[src/rtl/sb_regfile.sv]
// Scoreboarded integer register file: NRD combinational read ports with
// write bypass, NWR writeback ports, and per-register pending-write counters.
module sb_regfile #(
    parameter int unsigned XLEN = 32,
    parameter int unsigned NREG = 32,
    parameter int unsigned NRD  = 2,
    parameter int unsigned NWR  = 2,
    parameter int unsigned PW   = 2
) (
    input  logic                          clk,
    input  logic                          reset_n,
    input  logic [NRD*$clog2(NREG)-1:0]   rs_addr,
    output logic [NRD-1:0]                rs_valid,
    output logic [NRD*XLEN-1:0]           rs_data,
    input  logic [$clog2(NREG)-1:0]       rd,
    input  logic                          reserve,
    output logic                          reserve_ok,
    input  logic [NWR*$clog2(NREG)-1:0]   wreg,
    input  logic [NWR*XLEN-1:0]           wdata,
    input  logic [NWR-1:0]                wen,
    input  logic                          flush,
    output logic                          busy
);

    localparam int unsigned AW = $clog2(NREG);
    localparam int unsigned HW = $clog2(NWR + 1);
    localparam int unsigned CW = PW + HW + 1;
    localparam logic [PW-1:0] CNT_MAX = '1;

    logic [XLEN-1:0] regs_q    [NREG];
    logic [XLEN-1:0] regs_d    [NREG];
    logic [PW-1:0]   cnt_q     [NREG];
    logic [PW-1:0]   cnt_d     [NREG];
    logic            busy_q;
    logic            busy_d;

    logic [HW-1:0]   hit_cnt   [NREG];
    logic [XLEN-1:0] wsel_data [NREG];
    logic [AW-1:0]   wr_a;
    logic [AW-1:0]   rd_a;
    logic            res_r;
    logic [CW-1:0]   up_r;

    // Per-register write hit count and winning (highest-index) write data
    always_comb begin
        wr_a = '0;
        for (int r = 0; r < NREG; r++) begin
            hit_cnt[r]   = '0;
            wsel_data[r] = regs_q[r];
            for (int j = 0; j < NWR; j++) begin
                wr_a = wreg[j*AW +: AW];
                if (wen[j] && (wr_a != '0) && (wr_a == AW'(r))) begin
                    hit_cnt[r]   = hit_cnt[r] + HW'(1);
                    wsel_data[r] = wdata[j*XLEN +: XLEN];
                end
            end
        end
    end

    // A full counter still accepts a reservation when a write retires it this cycle
    assign reserve_ok = (rd == '0) || flush || (cnt_q[rd] != CNT_MAX) || (hit_cnt[rd] != '0);

    always_comb begin
        busy_d = 1'b0;
        res_r  = 1'b0;
        up_r   = '0;
        for (int r = 0; r < NREG; r++) begin
            regs_d[r] = wsel_data[r];
            cnt_d[r]  = '0;
        end
        regs_d[0] = '0;
        for (int r = 1; r < NREG; r++) begin
            res_r = reserve && reserve_ok && !flush && (rd == AW'(r));
            up_r  = CW'(cnt_q[r]) + CW'(res_r);
            if (flush) begin
                cnt_d[r] = '0;
            end else if (up_r > CW'(hit_cnt[r])) begin
                cnt_d[r] = PW'(up_r - CW'(hit_cnt[r]));
            end else begin
                cnt_d[r] = '0;
            end
            busy_d = busy_d || (cnt_d[r] != '0);
        end
    end

    // Operand read with same-cycle writeback bypass
    always_comb begin
        rs_valid = '1;
        rs_data  = '0;
        rd_a     = '0;
        for (int i = 0; i < NRD; i++) begin
            rd_a = rs_addr[i*AW +: AW];
            if (rd_a != '0) begin
                rs_data[i*XLEN +: XLEN] = wsel_data[rd_a];
                rs_valid[i]             = (CW'(cnt_q[rd_a]) <= CW'(hit_cnt[rd_a]));
            end
        end
    end

    always_ff @(posedge clk) begin
        if (!reset_n) begin
            for (int r = 0; r < NREG; r++) begin
                regs_q[r] <= '0;
                cnt_q[r]  <= '0;
            end
            busy_q <= 1'b0;
        end else begin
            for (int r = 0; r < NREG; r++) begin
                regs_q[r] <= regs_d[r];
                cnt_q[r]  <= cnt_d[r];
            end
            busy_q <= busy_d;
        end
    end

    assign busy = busy_q;

`ifndef SYNTHESIS
    always @(posedge clk) begin
        if (reset_n) begin
            for (int j = 0; j < NWR; j++) begin
                if (wen[j] && (wreg[j*AW +: AW] != '0)) begin
                    $display("[%0t] sb_regfile wb port %0d x%0d = 0x%08h",
                             $time, j, wreg[j*AW +: AW], wdata[j*XLEN +: XLEN]);
                end
            end
        end
    end
`endif

endmodule

[config.mk]
export PLATFORM = sky130hd
export DESIGN_NAME = sb_regfile
export DESIGN_NICKNAME = d
export VERILOG_FILES = /design/src/rtl/sb_regfile.sv
export SDC_FILE = /design/constraint.sdc
export NUM_CORES = 2
export LEC_CHECK = 0
export ABC_AREA = 1
export CORE_MARGIN = 2
export CORE_UTILIZATION = 25
export CTS_CLUSTER_DIAMETER = 30
export DETAILED_ROUTE_END_ITERATION = 8
export PLACE_DENSITY = 0.42
export REMOVE_ABC_BUFFERS = 1
export SYNTH_ARGS = -nofsm -noshare
export SYNTH_HDL_FRONTEND = slang
export SYNTH_SLANG_ARGS = --single-unit
[constraint.sdc]
create_clock -name clk -period 11.7 [get_ports clk]
set_clock_uncertainty 0.1 [all_clocks]
set_input_delay 1.755 -clock clk [delete_from_list [all_inputs] [get_ports clk]]
set_output_delay 1.755 -clock clk [all_outputs]
set_load 0.03 [all_outputs]
Word level (Yosys, flattened, before mapping). Memories as Yosys holds them, arrays and structs flattened. Index checks and enable logic that the tools add are counted.

Register bits after elaboration: 1. Bits in latches: 0. Memory bits (writable): 1088. Memory bits (read-only): 0. Input port bits: 95. Memories: 2.

Add/subtract/negate cells: 94. $mul: 0. Div/mod/pow operators: 0. Order comparisons: 36. Equal/unequal tests: 94. Shift operators: 0. Muxes and demuxes: 275. Bitwise operators: 67. Reduce and logical (&&, ||, !) cells: 172.

Memory list: regs_q (depth 32, width 32, rd ports 32, clocked after Yosys merged registers in 0, wr ports 32, RTL line 30) `logic [XLEN-1:0] regs_q [NREG];`; cnt_q (depth 32, width 2, rd ports 34, clocked after Yosys merged registers in 0, wr ports 32, RTL line 32) `logic [PW-1:0] cnt_q [NREG];`.

Operators with widths (number): 32-bit two-way mux (102); 32-bit binary-select mux with 5-bit select (2); 2-bit two-way mux (132); 5-bit equality test, second input constant (48); 5-bit by 4-bit equality test with 1-bit output, second input constant (24); 1-bit logical AND (99); 2-bit by 1-bit adder with 3-bit output (31); 3-bit by 2-bit > comparator with 1-bit output (31); 2-bit by 1-bit adder with 2-bit output, second input constant (32); 1-bit OR (64); 2-bit nonzero test (32); 2-bit subtractor (31); 5-bit by 3-bit equality test with 1-bit output, second input constant (12); 1-bit two-way mux (36); 1-bit logical OR (33); 2-bit binary-select mux with 5-bit select (3); 5-bit by 2-bit equality test with 1-bit output, second input constant (6); 5-bit nonzero test (4); 6-bit greater-or-equal comparator, second input constant (3); 5-bit inverter with 6-bit output (3); 5-bit by 1-bit equality test with 1-bit output, second input constant (3); 5-bit zero test (3); 2-bit less-or-equal comparator (2); 2-bit inequality test, second input constant (1); 1-bit zero test (1).

Longest topological paths before layout.
Depth in word-level cells: 49. Depth in mapped cells: 35. Depth with buffers taken out: 32.

Least setup slack after synthesis. OpenSTA, ideal clock, no wires.

Path kind: input -> register. Start: input port wen[1]. End: register busy_q (netlist: busy). Arrival time: 6.190 ns. Slack: 5.300 ns. Cell stages on the path: 30. Buffers on the path: 3. Cell sequence: inv_1 -> nor2_1 -> nand2_2 -> nor2_1 -> buf_2 -> buf_1 -> ha_1 -> a21oi_1 -> o2111ai_1 -> nand2_1 -> nand2_1 -> nor2_1 -> nand2_1 -> nand2_1 -> nand2_1 -> nand3_1 -> clkbuf_1 -> nor2_1 -> ha_1 -> inv_1 -> fa_1 -> or2_2 -> o21ai_0 -> nor2_1 -> o21ai_0 -> nand4_1 -> nor2_1 -> nand3_1 -> nand2_1 -> inv_1.

Longest elaborated chain between the ends: 46. Elaborated cells between the ends (all ways): 319. Those cells by class: add/sub: 62; order compare: 31; mux: 97; reduce/logical: 129.

RTL lines: from (decl) (RTL line 20) `input logic [NWR-1:0] wen,`; 1-bit logical AND * (RTL line 52) `if (wen[j] && (wr_a != '0) && (wr_a == AW'(r))) begin`; 1-bit logical AND (RTL line 52); 2-bit two-way mux (RTL line 52); 2-bit binary-select mux with 5-bit select * (RTL line 61) `assign reserve_ok = (rd == '0) || flush || (cnt_q[rd] != CNT_MAX) || (hit_cnt[rd] != '0);`; 2-bit two-way mux (not written as such) * (2 in a row) (RTL line 61); 2-bit nonzero test * (RTL line 61); 1-bit logical OR * (RTL line 61); net reserve_ok (RTL line 17) `output logic reserve_ok,`; 1-bit logical AND * (2 in a row) (RTL line 73) `res_r = reserve && reserve_ok && !flush && (rd == AW'(r));`; 1-bit logical AND (RTL line 73); 2-bit by 1-bit adder with 3-bit output (RTL line 74) `up_r = CW'(cnt_q[r]) + CW'(res_r);`; 3-bit by 2-bit > comparator with 1-bit output / 2-bit subtractor (equally long branches) (RTL line 77, 78); 2-bit two-way mux (RTL line 77) `end else if (up_r > CW'(hit_cnt[r])) begin`; 2-bit two-way mux (RTL line 75) `if (flush) begin`; 2-bit nonzero test (RTL line 82) `busy_d = busy_d || (cnt_d[r] != '0);`; 1-bit logical OR (29 in a row) (RTL line 82); 1-bit logical OR * (RTL line 82); to (signal assigned) (RTL line 112) `busy_q <= busy_d;`; to (decl) (RTL line 34) `logic busy_q;`.

Mark *: on every way through the listed nets, which the timed path passes. The rest lies on a longest branch. The select of a mux whose other input is x is not followed. A chain may end at the register's enable or synchronous reset.

Worst setup path after layout.
Start: input port wreg[1]. End: output port rs_data[42].

Longest elaborated chain between the ends: 9. Elaborated cells between the ends (all ways): 134. Those cells by class: eq/ne: 31; mux: 68; reduce/logical: 35.

RTL lines: from (decl) (RTL line 18) `input logic [NWR*$clog2(NREG)-1:0] wreg,`; 5-bit nonzero test (RTL line 52); 1-bit logical AND (2 in a row) (RTL line 52); 32-bit two-way mux (2 in a row) (RTL line 52); 32-bit binary-select mux with 5-bit select * (RTL line 94) `rs_data[i*XLEN +: XLEN] = wsel_data[rd_a];`; 32-bit two-way mux (not written as such) * (2 in a row) (RTL line 94); 32-bit two-way mux * (RTL line 93) `if (rd_a != '0) begin`; to (decl) (RTL line 14) `output logic [NRD*XLEN-1:0] rs_data,`.

Every way passes the cells marked *; elsewhere a longest branch is shown, timed or not. The select of a mux whose other input is x is not followed.

==> run summary <==
status - finished clean
layout cell share with drive strength beyond 1 - 8.25%
Yosys reg bits - 1055
Layout Nets - 14.0k
area leader, netlist - dfxtp_1
DR WL/cell - 30.2 um
footprint of the multi-input gates - 0.0494 mm2
initial DRC count - 15.6k
final hold viol count - 0
Post-synth EDFFs - 0
H-tree Lvls - 5
# clock sinks - 1055
fin crit share - 84.5%
Hold Buf Count CTS - 0
Max Cap Viol - 0
largest net degree at the start of global routing - 166
most utilized layer in the global route result - met2
CP Launch Type - input port
WS Path Type - input port to primary output
post-synth top area share - 27.0%
I/O pin cnt - 163
Top FF cell, synth - dfxtp_1
Arr. time, crit path - 8.03 ns
Worst VDD drop - 0.119 mV
Routed Antenna Nets - 0
Seq/Total Area, Yosys - 27.0%
synth cell count leaders - 5028 x nand2_1, 2239 x nand3_1, 1436 x nor2_1
Chip Height - 563 um
Core ar. - 0.312 mm2
met3 usage in global routing - 8.11%
Design Area, Final - 0.0976 mm2
Max transition margin - 9.81%
drt total wl - 551000 um
DRC viols - 0
FF+latch area - 0.0211 mm2
GRT Total Usage - 33.3%
latest clock arrival within the worst-skew pair - 0.93 ns
first-pass GRT wire length - 742000 um
CTS tree - done
vias in the first global route - 90.5k
Longest Clk Path Bufs - 4
GPL Wtd Cong - 0.955
top-count cell post-synth - nand2_1
initial antenna violation count - 59
leakage - 44.0 nW
Layout area overhead - 24.8%
Setup TNS Final - 0 ns
I/O Buffers - 162
Power Dens Cells - 163 mW/mm2
Netlist cell types - 47
die area - 0.317 mm2
M1 GR Usage - 43.3%
# Post-CTS Setup Buffers - 0
top cells by area, synth - dfxtp_1 27%, nand2_1 24%, nand3_1 14%, nor2_1 6.9%, inv_1 4.9%
# fillers - 34.9k
clk slew on worst S/H paths - 0.04 ns
via density per instance - 5.54
Detail Placement HPWL - 331000 um
YS warnings - 0
Starting Density - 25.1%
FMAX - 101 MHz
Power Total - 0.0159 W
Hold/Removal Path Class - register to register
RSZ-0062 raised after global routing - no
met2 usage - 48.3%
syn avg cell area - 5.61 um2
CP Max Fanout - 21
Mapped Cells - 13.9k
DIE WIDTH - 563 um
Setup violations, final - 0
DRT Pass-1 Iters - 8
cell area after placement - 0.0844 mm2
asr flop ratio synth - 0%
CTS Root Cell - clkbuf_16
via count - 101k
Hold WS - 0.458 ns
grt total ovfl - 0
post-cts sizing count - 0
final worst path period need - 9.88 ns
mapped cell area - 0.0782 mm2
CP Capture Type - primary output
Max Slew Vio Count - 0
Cell Rows - 205
Worst Tran Pin Value - 1.35 ns
TritonCTS buffer count - 389
Required @ worst endpoint - 9.85 ns
## path summary, 6_finish.rpt
path	slack [ns]	cells after the start	endpoint	from
setup / recovery	1.82	18	rs_data[42]	wreg[1]
hold / removal	0.46	4	regs_q[0][297]	regs_q[0][297]
setup reg to reg	6.78	25	busy	cnt_q[10][1]
hold reg to reg	0.46	4	regs_q[0][297]	regs_q[0][297]
## registers in the layout (all words and copies together) (netlist names)
signal / cells
regs_q: 992
busy: 1
cnt_q: 62
## worst max-delay path, cell delays in order
cell             delay, ns
clkdlybuf4s50_1       0.49
nor2_2                0.52
nand2_1               0.44
nand3_2               0.71
inv_1                 0.38
nand2_2               0.99
buf_4                 0.46
nand2_1               0.08
nand2_1               0.09
nand2_1               0.05
nand3_1               0.10
nand3_1               0.09
nand2_1               0.10
nand2_1               0.06
inv_1                 0.05
nand2_1               0.04
a21oi_1               0.75
clkdlybuf4s50_1       0.83
## where the power goes
part / internal [W] / switching [W]
Sequential: 0.00368 / 0.0000172
Combinational: 0.000486 / 0.00154
Clock: 0.00711 / 0.00312
Total: 0.0113 / 0.00468
## placed cells by master (no fill, tap or decap), types with 77 or more instances in the layout
master,n
nand2_1,4994
nand3_1,2232
nor2_1,1398
dfxtp_1,1055
inv_1,1010
o21ai_0,613
clkbuf_16,390
a21oi_1,375
buf_4,325
and2_1,193
o211ai_1,177
clkdlybuf4s50_1,151
ha_1,129
clkbuf_8,125
nand4_1,104
clkinv_2,89
clkbuf_1,77
## per-layer routing
metal,up-vias,routed length [um]
met2,7218,224000
met3,1784,65100
li1,44500,-
met5,-,128
met1,47500,220000
met4,20,41300
## through the flow
step,setup slack [ns],instances,utilization [%]
after floorplan,-2.59,12800,-
after global placement,2.20,17500,27.1
after detailed placement,2.18,17500,27.1
after CTS,2.16,18200,31.3
after global routing,1.76,18200,31.3
final,1.82,18200,31.3
## logic make-up (layout without fill, tap and decap cells)
logic type               Yosys count  after routing  synth area share, %
buffers and inverters           2170           2291                 10.7
AO/OA/AOI/OAI                   1406           1406                 10.4
flip-flops                      1055           1055                 27.0
AND/OR/NAND/NOR                 9120           9120                 48.8
XOR/XNOR                          31             31                0.347
other                              1             40              0.00480
adder cells (fa/ha/maj)          160            160                 2.86
## layout make-up
type                    instances  share of cell area (%)
well taps                    4140                    5.31
inverters                    1069                    4.18
clock inverters               117                    1.34
multi-input cells           10700                    50.7
diodes                         38                  0.0974
repair buffers                513                    4.71
clock buffers                 592                    12.1
flip-flops and latches       1055                    21.6
No activity file was read; power rests on OpenSTA's default activity.
